### src/rtl/aud_pkg.sv
// Shared types and default sizes for the audio recorder blocks.
// Imported by aud_shift_in and aud_recorder.
package aud_pkg;

  localparam int SAMPLE_W = 16;
  localparam int ADDR_W   = 20;
  localparam int CNT_W    = 5;

  typedef enum logic [2:0] {
    IDLE   = 3'd0,
    WAIT_L = 3'd1,
    SHIFT  = 3'd2,
    STORE  = 3'd3,
    WAIT_H = 3'd4,
    PAUSED = 3'd5
  } state_t;

endpackage

### src/rtl/aud_shift_in.sv
// Serial-in, MSB-first word shifter with a bit counter and a last-bit pulse.
// word_next already includes the bit presented this cycle, so the owner can latch it on done.
module aud_shift_in
  #(
    parameter int W = aud_pkg::SAMPLE_W
  ) (
    input  logic         clk,
    input  logic         rst_n,
    input  logic         clear,
    input  logic         en,
    input  logic         din,
    output logic [W-1:0] word_next,
    output logic         done
  );
  import aud_pkg::*;

  logic [W-2:0]     shreg;
  logic [CNT_W-1:0] cnt;

  assign word_next = {shreg, din};
  assign done      = en && (cnt == CNT_W'(W - 1));

  // shift register and bit counter; clear wins over enable
  always_ff @(posedge clk or negedge rst_n) begin
    if (!rst_n) begin
      shreg <= '0;
      cnt   <= '0;
    end else if (clear) begin
      shreg <= '0;
      cnt   <= '0;
    end else if (en) begin
      shreg <= word_next[W-2:0];
      cnt   <= cnt + CNT_W'(1);
    end else begin
      shreg <= shreg;
      cnt   <= cnt;
    end
  end

endmodule

### src/rtl/aud_recorder.sv
// I2S left-channel capture into sample SRAM with auto-incrementing address.
// Optional clip flag output enabled by AUD_REC_CLIP_DETECT_EN.
module aud_recorder
  #(
    parameter int                ADDR_W   = aud_pkg::ADDR_W,
    parameter int                SAMPLE_W = aud_pkg::SAMPLE_W,
    parameter logic [ADDR_W-1:0] ADDR_MAX = {ADDR_W{1'b1}}
  ) (
    input  logic                i_rst_n,
    input  logic                i_bclk,
    input  logic                i_lrc,
    input  logic                i_start,
    input  logic                i_pause,
    input  logic                i_stop,
    input  logic                i_data,
    output logic [ADDR_W-1:0]   o_address,
    output logic [SAMPLE_W-1:0] o_data,
    output logic                o_wr,
    output logic [ADDR_W:0]     o_len,
    output logic                o_busy,
    output logic                o_full
`ifdef AUD_REC_CLIP_DETECT_EN
    ,
    output logic                o_clip
`endif
  );
  import aud_pkg::*;

  state_t              state, state_nxt;
  logic                lrc_d, pause_pending, pend_nxt, e0, pause_req;
  logic                shift_clear, shift_en, shift_done;
  logic [SAMPLE_W-1:0] word_next, data_nxt;
  logic [ADDR_W-1:0]   addr_nxt;
  logic [ADDR_W:0]     len_nxt;
  logic                wr_nxt, full_nxt;

  assign e0          = lrc_d && !i_lrc;
  assign pause_req   = i_pause || pause_pending;
  assign shift_clear = (state == WAIT_L);
  assign shift_en    = (state == SHIFT) && !i_stop;

  aud_shift_in #(.W(SAMPLE_W)) u_shift (
    .clk       (i_bclk),
    .rst_n     (i_rst_n),
    .clear     (shift_clear),
    .en        (shift_en),
    .din       (i_data),
    .word_next (word_next),
    .done      (shift_done)
  );

  // state register
  always_ff @(posedge i_bclk or negedge i_rst_n) begin
    if (!i_rst_n) state <= IDLE;
    else          state <= state_nxt;
  end

  // next state: stop beats pause beats start
  always_comb begin
    state_nxt = state;
    case (state)
      IDLE:    if (i_start) state_nxt = WAIT_L; else state_nxt = IDLE;
      WAIT_L:  if (i_stop) state_nxt = IDLE;
               else if (pause_req) state_nxt = PAUSED;
               else if (e0) state_nxt = SHIFT;
               else state_nxt = WAIT_L;
      SHIFT:   if (i_stop) state_nxt = IDLE;
               else if (shift_done) state_nxt = STORE;
               else state_nxt = SHIFT;
      STORE:   if (i_stop) state_nxt = IDLE;
               else if (o_address == ADDR_MAX) state_nxt = IDLE;
               else if (pause_req) state_nxt = PAUSED;
               else state_nxt = WAIT_H;
      WAIT_H:  if (i_stop) state_nxt = IDLE;
               else if (pause_req) state_nxt = PAUSED;
               else if (i_lrc) state_nxt = WAIT_L;
               else state_nxt = WAIT_H;
      PAUSED:  if (i_stop) state_nxt = IDLE;
               else if (i_start) state_nxt = WAIT_L;
               else state_nxt = PAUSED;
      default: state_nxt = IDLE;
    endcase
  end

  // output/datapath next values; a stop discards partial words and freezes counters
  always_comb begin
    addr_nxt = o_address;
    len_nxt  = o_len;
    data_nxt = o_data;
    wr_nxt   = 1'b0;
    full_nxt = o_full;
    pend_nxt = pause_pending;
    case (state)
      IDLE: begin
        if (i_start) begin
          addr_nxt = '0;
          len_nxt  = '0;
          full_nxt = 1'b0;
        end else begin
          full_nxt = o_full;
        end
      end
      SHIFT: begin
        if (i_stop) begin
          pend_nxt = 1'b0;
        end else begin
          pend_nxt = pause_req;
          if (shift_done) begin
            data_nxt = word_next;
            wr_nxt   = 1'b1;
          end else begin
            data_nxt = o_data;
          end
        end
      end
      STORE: begin
        pend_nxt = 1'b0;
        if (i_stop) begin
          len_nxt = o_len;
        end else begin
          len_nxt = o_len + {{ADDR_W{1'b0}}, 1'b1};
          if (o_address == ADDR_MAX) full_nxt = 1'b1;
          else addr_nxt = o_address + {{(ADDR_W-1){1'b0}}, 1'b1};
        end
      end
      WAIT_L, WAIT_H, PAUSED: pend_nxt = 1'b0;
      default: wr_nxt = 1'b0;
    endcase
  end

  // registered outputs
  always_ff @(posedge i_bclk or negedge i_rst_n) begin
    if (!i_rst_n) begin
      o_address     <= '0;
      o_data        <= '0;
      o_wr          <= 1'b0;
      o_len         <= '0;
      o_busy        <= 1'b0;
      o_full        <= 1'b0;
      lrc_d         <= 1'b1;
      pause_pending <= 1'b0;
    end else begin
      o_address     <= addr_nxt;
      o_data        <= data_nxt;
      o_wr          <= wr_nxt;
      o_len         <= len_nxt;
      o_busy        <= (state_nxt != IDLE);
      o_full        <= full_nxt;
      lrc_d         <= i_lrc;
      pause_pending <= pend_nxt;
    end
  end

`ifdef AUD_REC_CLIP_DETECT_EN
  localparam logic [SAMPLE_W-1:0] CLIP_POS = {1'b0, {(SAMPLE_W-1){1'b1}}};
  localparam logic [SAMPLE_W-1:0] CLIP_NEG = {1'b1, {(SAMPLE_W-1){1'b0}}};
  logic clip_nxt;

  // sticky full-scale flag, cleared only by a fresh recording
  always_comb begin
    clip_nxt = o_clip;
    if (state == IDLE && i_start) clip_nxt = 1'b0;
    else if (state == STORE && !i_stop && (o_data == CLIP_POS || o_data == CLIP_NEG)) clip_nxt = 1'b1;
    else clip_nxt = o_clip;
  end

  // clip flag register
  always_ff @(posedge i_bclk or negedge i_rst_n) begin
    if (!i_rst_n) o_clip <= 1'b0;
    else          o_clip <= clip_nxt;
  end
`endif

endmodule
### config.mk
export PLATFORM = sky130hd
export DESIGN_NAME = aud_recorder
export DESIGN_NICKNAME = d
export VERILOG_FILES = /design/src/rtl/aud_pkg.sv /design/src/rtl/aud_shift_in.sv /design/src/rtl/aud_recorder.sv
export SDC_FILE = /design/constraint.sdc
export NUM_CORES = 1
export LEC_CHECK = 0
export CORE_ASPECT_RATIO = 1.5
export CORE_MARGIN = 2
export CORE_UTILIZATION = 35
export DETAILED_ROUTE_END_ITERATION = 10
export HOLD_SLACK_MARGIN = 0.06
export MAX_ROUTING_LAYER = met4
export SETUP_SLACK_MARGIN = 0.2
export SLEW_MARGIN = 20
export SYNTH_ARGS = -nofsm -noshare
export SYNTH_HDL_FRONTEND = slang
export SYNTH_SLANG_ARGS = --single-unit
### constraint.sdc
create_clock -name i_bclk -period 5.25 [get_ports i_bclk]
set_input_delay 0.7875 -clock i_bclk [delete_from_list [all_inputs] [get_ports i_bclk]]
set_output_delay 0.7875 -clock i_bclk [all_outputs]
set_load 0.005 [all_outputs]
# Yosys cells after proc, flatten, opt, wreduce, memory -nomap -nowiden
# Cells that the tools add are included.
[op_classes]
n_reduce_logical = 16
n_eq_ne = 11
n_bitwise = 1
n_mux = 35
addsub = 3
[op_table]
columns = ["op", "count"]
rows = [
  ["$mux W20", 3],
  ["$mux W21", 2],
  ["$pmux W21 S2", 1],
  ["$pmux W20 S2", 1],
  ["$mux W15", 2],
  ["$mux W3", 9],
  ["$add A21 B1 Y21 const B", 1],
  ["$add A20 B1 Y20 const B", 1],
  ["$eq A20 B20 Y1 const B", 1],
  ["$pmux W3 S6", 1],
  ["$mux W1", 10],
  ["$mux W5", 2],
  ["$ne A2 B2 Y1 const B", 4],
  ["$reduce_and A4 Y1", 2],
  ["$eq A3 B2 Y1 const B", 2],
  ["$eq A3 B3 Y1 const B", 2],
  ["$reduce_and A3 Y1", 2],
  ["$reduce_bool A2 Y1", 3],
  ["$add A5 B1 Y5 const B", 1],
  ["$eq A5 B4 Y1 const B", 1],
  ["$mux W2", 2],
  ["$pmux W1 S2", 2],
  ["$reduce_or A4 Y1", 1],
  ["$eq A3 B1 Y1 const B", 1],
  ["other kinds (6)", 9],
]
[word_totals]
reg_bits = 85
input_bits = 7
out_inout_bits = 60
elab_cells = 77

# Longest topological paths before layout
# Gate-level depths: netlist of the first run.
[depth]
ltp_word = 7
depth_mapped = 7
ltp_nobuf = 7

# Modules after synthesis
# From an unflattened synthesis of the first run, not the netlist that was laid out.
[unflattened]
cells_unflattened = 398
area_unflattened_um2 = 4072.7
[modules_own_cells]
columns = ["module", "area_per_inst_um2", "cells_each", "n_inst", "seq_area_each_um2"]
rows = [
  ["aud_recorder", 3174.3, 324, 1, 1627.8],
  ["aud_shift_in", 898.4, 74, 1, 500.5],
]

# Least setup slack after synthesis of the first run
# No wires, ideal clock.
[synth_path]
path_kind = "input to register"
start = "input i_start"
end = "register o_address[9]"
arrival_time_ns = 1.962
t_required_ns = 5.130
setup_time_ns = 0.120
cell_stages = 5
path_slack_ns = 3.168
path_cell_list = "nor4b_4 -> o21ai_2 -> a211oi_4 -> a21oi_1 -> a31o_2"
[synth_via]
elab_chain_cells = 2
[synth_rtl]
columns = ["item", "line", "text"]
rows = [
  ["from (decl)", "aud_recorder.sv:12", "input logic i_start,"],
  ["$ne A2 B2 Y1 (no line)", "-", ""],
  ["$reduce_and A4 Y1 (no line)", "-", ""],
  ["to (signal assigned)", "aud_recorder.sv:143", "o_address <= addr_nxt;"],
  ["to (decl)", "aud_recorder.sv:16", "output logic [ADDR_W-1:0] o_address,"],
]
# Every way passes these cells.
# A chain may end at the register's enable or synchronous reset.

# Final worst setup path of the first run
[layout_path]
start = "input i_start"
end = "register o_len[20]"
[layout_via]
elab_chain_cells = 2
[layout_rtl]
columns = ["item", "line", "text"]
rows = [
  ["$ne A2 B2 Y1 (no line)", "-", ""],
  ["$reduce_and A3 Y1 (no line)", "-", ""],
  ["to (signal assigned)", "aud_recorder.sv:146", "o_len <= len_nxt;"],
  ["to (decl)", "aud_recorder.sv:19", "output logic [ADDR_W:0] o_len,"],
]
# Every way passes these cells.

==> results of run 1 <==
final cells by class:
cell class                 instances  area share, %
inverter                          11         0.7954
clock buffer                      11          4.676
tap                              150          3.615
clock inverter                     5          1.157
sequential                        85          41.00
timing repair buffer              70          13.26
multi-input combinational        288          35.50
where the power goes:
part / internal, mW / switching [mW] / total (mW)
clock: 0.383 / 0.260 / 0.644
sequential: 0.669 / 0.0399 / 0.709
combinational: 0.0702 / 0.130 / 0.201
total: 1.12 / 0.431 / 1.55
through the flow:
step	setup WS [ps]	cell area (µm²)	instances
after floorplan	3168	4075	401
after global placement	1782	4888	604
after detailed placement	1749	4888	604
after CTS	2109	5191	620
after global routing	1943	5191	620
final	2083	5191	620
metal layers:
metal | global-route usage (%) | part of all wire, % | up-vias
li1 | - | - | 1527
met1 | 19.21 | 43 | 1559
met2 | 25.45 | 51 | 67
met3 | 4.047 | 4.1 | 14
met4 | 5.887 | 1.7 | 0
met5 | - | 0 | -
flip-flops by register name, indices dropped and copies added (netlist names):
| name | cells |
|---|---|
| o_full | 1 |
| o_busy | 1 |
| o_len | 21 |
| o_wr | 1 |
| u_shift.shreg | 15 |
| o_address | 20 |
| state | 3 |
| o_data | 16 |
| lrc_d | 1 |
| pause_pending | 1 |
| u_shift.cnt | 5 |
cell families (layout without fill, tap and decap cells):
logic type | count (synthesis) | after routing
buf+inv | 28 | 97
simple gates | 170 | 170
mux | 21 | 21
xor+xnor | 27 | 27
flops | 85 | 85
fa+ha+maj | 4 | 4
compound gates | 66 | 66
layout by cell type, fill, tap and decap left out, types with 3 or more instances in the layout:
master	synthesis	layout
clkbuf_16	0	9
or3_1	6	6
nor2_1	41	41
a21o_1	5	5
mux2_2	18	18
inv_1	11	11
and4_1	4	4
xor2_1	6	6
or2_2	3	3
nand3_1	10	10
nor4_1	3	3
xnor2_1	21	21
nand4_1	7	7
nor2b_1	3	3
a21oi_1	32	32
a211oi_1	3	3
a22o_1	3	3
ha_1	4	4
dfrtp_1	84	84
clkdlybuf4s50_1	0	65
o21ai_0	10	10
nand2_1	52	52
nor3_1	18	18
and3_1	9	9
buf_4	1	5
mux2i_1	3	3
final timing paths:
| kind | from | end | slack, ps |
|---|---|---|---|
| worst max-delay path | i_start | o_len[20]$_DFFE_PN0P_ | 2080 |
| worst min-delay path | i_rst_n | o_len[14]$_DFFE_PN0P_ | 290 |
| worst max register to register | state[0]$_DFF_PN0_ | o_len[20]$_DFFE_PN0P_ | 2370 |
| worst min register to register | o_full$_DFFE_PN0P_ | o_full$_DFFE_PN0P_ | 480 |
| max in group asynchronous | i_rst_n | o_data[6]$_DFFE_PN0P_ | 3810 |
| min in group i_bclk | o_full$_DFFE_PN0P_ | o_full$_DFFE_PN0P_ | 480 |
critical path: stages:
cell and delay (ps):
clkdlybuf4s50_1 550, nor4b_4 880, buf_4 380, o21ai_1 260, nor4_1 310, xnor2_1 160, nor2_1 60
==> flow_summary.toml, run 1 <==
[cts]
ctsRootBufferMaster = "clkbuf_16"
cts_max_level = 3
holdBufCountCts = 0
insertion_delay_ps = 340
clock_path_buffers = 2
cts.sinks = 85
post_cts_buffers = 0
cts_tree = "built"
cts-buffers-inserted = 9
cts-resized-gates = 0
clk_pin_slew_ps = 60

[die]
die_width_um = 92.11
fp.dieArea_um2 = 12540
die_height_um = 136.2
fp.coreArea_um2 = 11410
ios = 67
start_util_pct = 35.71
row_count = 48

[logic_synthesis]
synth_area_leaders = "dfrtp_1, mux2_2, nand2_1, xnor2_1, a21oi_1"
ys.flop_type = "dfrtp_1"
synth_edf_count = 0
synth-compound-area-share_pct = 10.50
post-synth-top-count-cell = "dfrtp_1"
synthArstFlopShare_pct = 100.0
syn_nets = 412
ys_ff_latch = 85
synth_mux_area_share_pct = 5.711
synthAdderAreaFrac_pct = 1.228
synthSimpleGateAreaFrac_pct = 21.77
synth.avg_cell_area_um2 = 10.16
synth_commonest_cells = "dfrtp_1, nand2_1, nor2_1, a21oi_1, xnor2_1"
synth_top_family_by_area = "simple AND/OR/NAND/NOR gates"
syn_inst = 401
yosysWarnings = 0
yosysTopAreaCell = "dfrtp_1"
synth_xor_area_share_pct = 5.803
syn_area_um2 = 4075
synth_cell_type_count = 51
yosysSeqAreaShare_pct = 52.23
synth_top_area_share_pct = 51.58

[grt]
grt_start_max_net_pins = 71
grt_overflow = 0
grt_pass1_vias = 3099
grt_pass1_wl_mm = 15.42
antenna_found_initial = 0
track_usage_pct = 15.80

[sta]
whs_ps = 293.4
finalHoldViolCount = 0
maxSlewHeadroom_pct = 29.79
setup_viol = 0
drv_slew = 0
rsz0062_at_grt = "no"
post-route-min-period_ps = 3167
fin_crit_sh_pct = 60.32
tightest_slew_ps = 1049
max_freq_mhz = 315.8
fin_skew_ps = 8.618
fin_setup_tns_ps = 0

[setup_path]
critical_path.startpoint_type = "primary input"
reg2reg_depth = 6
required_ps = 5470
worstPathMaxFanout = 19
cp.arrival_ps = 3390
endpoint_kind = "flop"
critical_path_class = "in2reg"

[placed_design]
port_buffers = 66
dp_hpwl_mm = 6.293
globalplace.congestion = 0.7655

[final_layout]
multi_input_area_um2 = 1843
final_core_util_pct = 45.49
nets = 476
nFillCells = 1090
diodes = 0
regArea_um2 = 2128
drive_gt1_share_pct = 12.13
areaGrowthSynthToFinish_pct = 27.39

[pwr]
pwr_density_cell_nw_per_um2 = 299.3
p_leak_nw = 2.236
ir_worst_vdd_mv = 0.1700
power_mw = 1.553

[job]
maxCapViolCount = 0

[detailed_routing]
vias_per_cell = 5.108
drt_iter0_drc = 148
drc = 0
routed_wl_mm = 9.038
firstDrtPassIters = 4
postRouteAntennaNets = 0
vias = 3167
wire_per_inst_um = 14.58

[run_status]
status = "complete, no violations"

[hold_path]
worstHoldPathType = "in2async"
No activity file was read; power rests on OpenSTA's default activity.
==> run 2, diff against run 1 <==
Clock period 5.25 ns to 3.23 ns, I/O delays scaled along.
==> flow_summary.toml, run 2 (synthesis gave the netlist of run 1 again) <==
[setup_path]
critical_path_class = "reg2reg"
endpoint_kind = "flop"
worstPathMaxFanout = 16
required_ps = 3450
critical_path.startpoint_type = "flop"
cp.arrival_ps = 2540

[sta]
fin_setup_tns_ps = 0
setup_viol = 0
max_freq_mhz = 432.5
tightest_slew_ps = 786.8
finalHoldViolCount = 0
drv_slew = 0
rsz0062_at_grt = "no"
fin_skew_ps = 8.256
fin_crit_sh_pct = 71.58
setup_slack_ps = 917.9
post-route-min-period_ps = 2312
maxSlewHeadroom_pct = 47.55

[final_layout]
top_register = "o_len"
most-common-layout-cells = "dfrtp_1, clkdlybuf4s50_1, nand2_1"
layout_commonest_cell = "dfrtp_1"
nFillCells = 1089
finalInstanceArea_um2 = 5230
reg_top3 = "o_len x21, o_address x20, o_data x16"
nets = 476
largest_reg_flops = 21
drive_gt1_share_pct = 12.34
diodes = 0
areaGrowthSynthToFinish_pct = 28.34
final_core_util_pct = 45.83

[placed_design]
dp_hpwl_mm = 6.176
pre_cts_ws_ps = 652.8
place_area_um2 = 4901
globalplace.congestion = 0.7842
port_buffers = 66

[die]
die_width_um = 92.11
ios = 67
start_util_pct = 35.71
die_height_um = 136.2
row_count = 48
fp.dieArea_um2 = 12540
fp.coreArea_um2 = 11410

[grt]
track_usage_pct = 15.66
grt_pass1_vias = 3056
grt_start_max_net_pins = 86
grt_overflow = 0
grt_pass1_wl_mm = 15.17
antenna_found_initial = 0

[pwr]
p_sw_share_pct = 27.17
power_mw = 2.593
p_seq_share_pct = 44.4
pwr-share-clk_pct = 42.8
power_frac_comb_pct = 12.8
p_int_mw = 1.888
pwr_density_cell_nw_per_um2 = 495.8
ir_worst_vdd_mv = 0.3461
net-switching-power_mw = 0.7044
p_leak_nw = 2.253

[detailed_routing]
wire_per_inst_um = 14.45
drt_iter0_drc = 146
vias = 3133
drc = 0
vias_per_cell = 5.053
postRouteAntennaNets = 0
routed_wl_mm = 8.960
firstDrtPassIters = 4

[cts]
insertion_delay_ps = 340
clock_path_buffers = 2
cts_tree = "built"
cts-resized-gates = 0
cts_max_level = 3
ctsRootBufferMaster = "clkbuf_16"
clk_pin_slew_ps = 60
cts-buffers-inserted = 9
post_cts_buffers = 0
cts.sinks = 85
holdBufCountCts = 0

[run_status]
status = "complete, no violations"

[hold_path]
worstHoldPathType = "in2async"

[job]
maxCapViolCount = 0
run 2: changes by cell type in the layout (fill, tap and decap cells not counted), sizes merged:
| cell | change |
|---|---|
| inv | -1 |
| clkinvlp | -1 |
| clkinv | +3 |
| bufinv | +1 |
| clkbuf | -2 |
run 2: worst paths after layout:
kind                                          from                    endpoint  slack [ps]  cells past startpoint
max in group asynchronous                  i_rst_n  u_shift.cnt[2]$_DFFE_PN0P_        2480                      1
worst max register to register  state[0]$_DFF_PN0_    o_address[9]$_DFFE_PN0P_         920                      5
min in group i_bclk             o_full$_DFFE_PN0P_          o_full$_DFFE_PN0P_         490                      1
worst min register to register  o_full$_DFFE_PN0P_          o_full$_DFFE_PN0P_         490                      1
worst max-delay path            state[0]$_DFF_PN0_    o_address[9]$_DFFE_PN0P_         920                      5
worst min-delay path                       i_rst_n       o_len[15]$_DFFE_PN0P_         170                      1
run 2: through the flow:
| stage | std cells | hold slack [ps] |
|---|---|---|
| 6_report | 620 | 170.1 |
| 5_1_grt | 620 | 279.1 |
| 4_1_cts | 620 | 397.3 |
| 3_5_place_dp | 604 | 465.4 |
| 3_3_place_gp | 604 | 468.0 |
| 2_1_floorplan | 401 | 188.9 |
run 2: power groups by stage:
| stage | clock [mW] | combinational [mW] | sequential [mW] |
|---|---|---|---|
| global route | 1.19 | 0.369 | 1.16 |
| global placement | 0 | 0.329 | 1.17 |
| CTS | 1.14 | 0.333 | 1.15 |
| floorplan | 0 | 0.255 | 1.12 |
| detailed placement | 0 | 0.334 | 1.17 |
| finish | 1.11 | 0.331 | 1.15 |
run 2: area by class of cell:
type | count | area (µm²) | share of cell area [%]
flip-flops and latches | 85 | 2128 | 40.69
multi-input cells | 288 | 1843 | 35.24
repair buffers | 70 | 704.4 | 13.47
clock buffers | 9 | 225.2 | 4.306
well taps | 150 | 187.7 | 3.589
clock inverters | 7 | 100.1 | 1.914
inverters | 11 | 41.29 | 0.7895
run 2: critical path, stage by stage (launching register included):
cell	delay [ps]
dfrtp_1	720
and4bb_2	530
o21ai_2	150
a211oi_4	450
a21oi_1	120
a31o_2	230
run 2: metal layers:
layer / up-vias / track usage, % / routed length [µm]
met5: - / - / 0
met3: 13 / 2.993 / 360
li1: 1529 / - / -
met2: 64 / 25.90 / 4518
met4: 0 / 6.633 / 167
met1: 1527 / 18.76 / 3913
==> run 3, diff against run 2 <==
Clock period 3.23 ns to 2.12 ns, I/O delays scaled along.
==> flow_summary.toml, run 3 (synthesis gave the netlist of run 1 again) <==
[final_layout]
largest_reg_flops = 21
nFillCells = 1061
nets = 511
top_register = "o_len"
finalInstanceArea_um2 = 5548
areaGrowthSynthToFinish_pct = 36.14
layout_commonest_cell = "dfrtp_1"
multi_input_area_um2 = 1912
regArea_um2 = 2128
reg_top3 = "o_len x21, o_address x20, o_data x16"
most-common-layout-cells = "dfrtp_1, clkdlybuf4s50_1, nand2_1"
diodes = 0
drive_gt1_share_pct = 20.40

[grt]
grt_overflow = 0
grt_start_max_net_pins = 45
antenna_found_initial = 0
grt_pass1_vias = 3249
grt_pass1_wl_mm = 15.56
track_usage_pct = 15.86

[pwr]
p_leak_nw = 2.433
p_seq_share_pct = 43.3
pwr_density_cell_nw_per_um2 = 706.7
ir_worst_vdd_mv = 0.4265
power_mw = 3.921
net-switching-power_mw = 1.091
p_int_mw = 2.830
pwr-share-clk_pct = 40.2
power_frac_comb_pct = 16.5
p_sw_share_pct = 27.82

[detailed_routing]
wire_per_inst_um = 14.31
vias = 3278
postRouteAntennaNets = 0
firstDrtPassIters = 4
drc = 0
vias_per_cell = 5.005
routed_wl_mm = 9.376
drt_iter0_drc = 121

[sta]
setup_viol = 0
finalHoldViolCount = 0
post-route-min-period_ps = 1852
setup_slack_ps = 267.9
rsz0062_at_grt = "yes"
max_freq_mhz = 539.9
maxSlewHeadroom_pct = 68.62
fin_skew_ps = 5.862
fin_crit_sh_pct = 87.36
drv_slew = 0
tightest_slew_ps = 470.6

[setup_path]
path_cells = "clkdlybuf4s50_1 -> and4bb_4 -> buf_4 -> o2111ai_4 -> or3_1 -> a21oi_1"
cp.arrival_ps = 2100
critical-path-top-delay-family = "simple AND/OR/NAND/NOR gates"
slowest_delay_ps = 450
worstPathMaxFanout = 10
critical_path.startpoint_type = "primary input"
endpoint_kind = "flop"
required_ps = 2370
path_buf_inv = 2
cp_slowest_cell = "and4bb_4"
critical_path_class = "in2reg"

[cts]
ctsRootBufferMaster = "clkbuf_16"
cts.sinks = 85
insertion_delay_ps = 330
cts_tree = "built"
clock_path_buffers = 2
cts-buffers-inserted = 9
clk_pin_slew_ps = 60
cts_max_level = 3

[die]
fp.dieArea_um2 = 12540
fp.coreArea_um2 = 11410
die_height_um = 136.2
start_util_pct = 35.71
row_count = 48
ios = 67
die_width_um = 92.11

[placed_design]
pre_cts_ws_ps = -172.0
port_buffers = 66
dp_hpwl_mm = 6.704
globalplace.congestion = 0.7948
place_area_um2 = 5134

[run_status]
status = "complete, no violations"

[job]
maxCapViolCount = 0

[hold_path]
worstHoldPathType = "in2async"
run 3: changes by cell type in the layout (fill, tap and decap cells not counted), moves of 2 or more:
cell / delta
nor3_2: +3
buf_4: +34
ha_1: -2
ha_2: +2
nor3_1: -4
run 3: worst paths after layout:
check | start | end | slack (ps) | cells after the start
worst max-delay path | i_stop | o_len[7]$_DFFE_PN0P_ | 270 | 6
worst min-delay path | i_rst_n | o_len[15]$_DFFE_PN0P_ | 420 | 2
worst max register to register | o_address[16]$_DFFE_PN0P_ | o_busy$_DFF_PN0_ | 280 | 5
worst min register to register | o_data[10]$_DFFE_PN0P_ | o_data[10]$_DFFE_PN0P_ | 510 | 1
max in group asynchronous | i_rst_n | o_address[11]$_DFFE_PN0P_ | 1120 | 3
min in group i_bclk | o_data[10]$_DFFE_PN0P_ | o_data[10]$_DFFE_PN0P_ | 510 | 1
run 3: final cells by class:
class | instances | share of cell area [%]
sequential | 85 | 38.36
multi-input combinational | 288 | 34.46
timing repair buffer | 105 | 17.64
clock buffer | 9 | 4.060
tap | 150 | 3.383
clock inverter | 7 | 1.353
inverter | 11 | 0.7442
run 3: per-stage QoR:
stage	TNS [ps]	util, %	cells	hold WS, ps
6_report	0	48.62	655	423.8
5_1_grt	0	48.62	655	447.9
4_1_cts	0	47.84	650	434.8
3_5_place_dp	-3387	44.99	633	243.3
3_3_place_gp	-2494	44.99	633	245.4
2_1_floorplan	0	-	401	22.41
run 3: power by group through the flow:
stage               clock (mW)  combinational, mW  sequential (mW)
floorplan                    0              0.388             1.71
global placement             0              0.633             1.73
detailed placement           0              0.638             1.73
CTS                       1.61              0.647             1.70
global route              1.70              0.713             1.70
finish                    1.58              0.647             1.70
run 3: per-layer routing:
layer,global-route usage [%],vias up,part of all wire [%]
met1,18.25,1589,42
met5,-,-,0
met4,6.219,0,2.3
met2,27.12,69,52
li1,-,1601,-
met3,3.326,19,4.2
run 3: timing repair:
action                                  CTS  global route
endpoints found under the setup margin    6            23
setup buffers                             0             5
hold endpoints to repair                 21             0
pin swaps                                 0             2
resized for setup                         2            11
hold buffers                              1             0
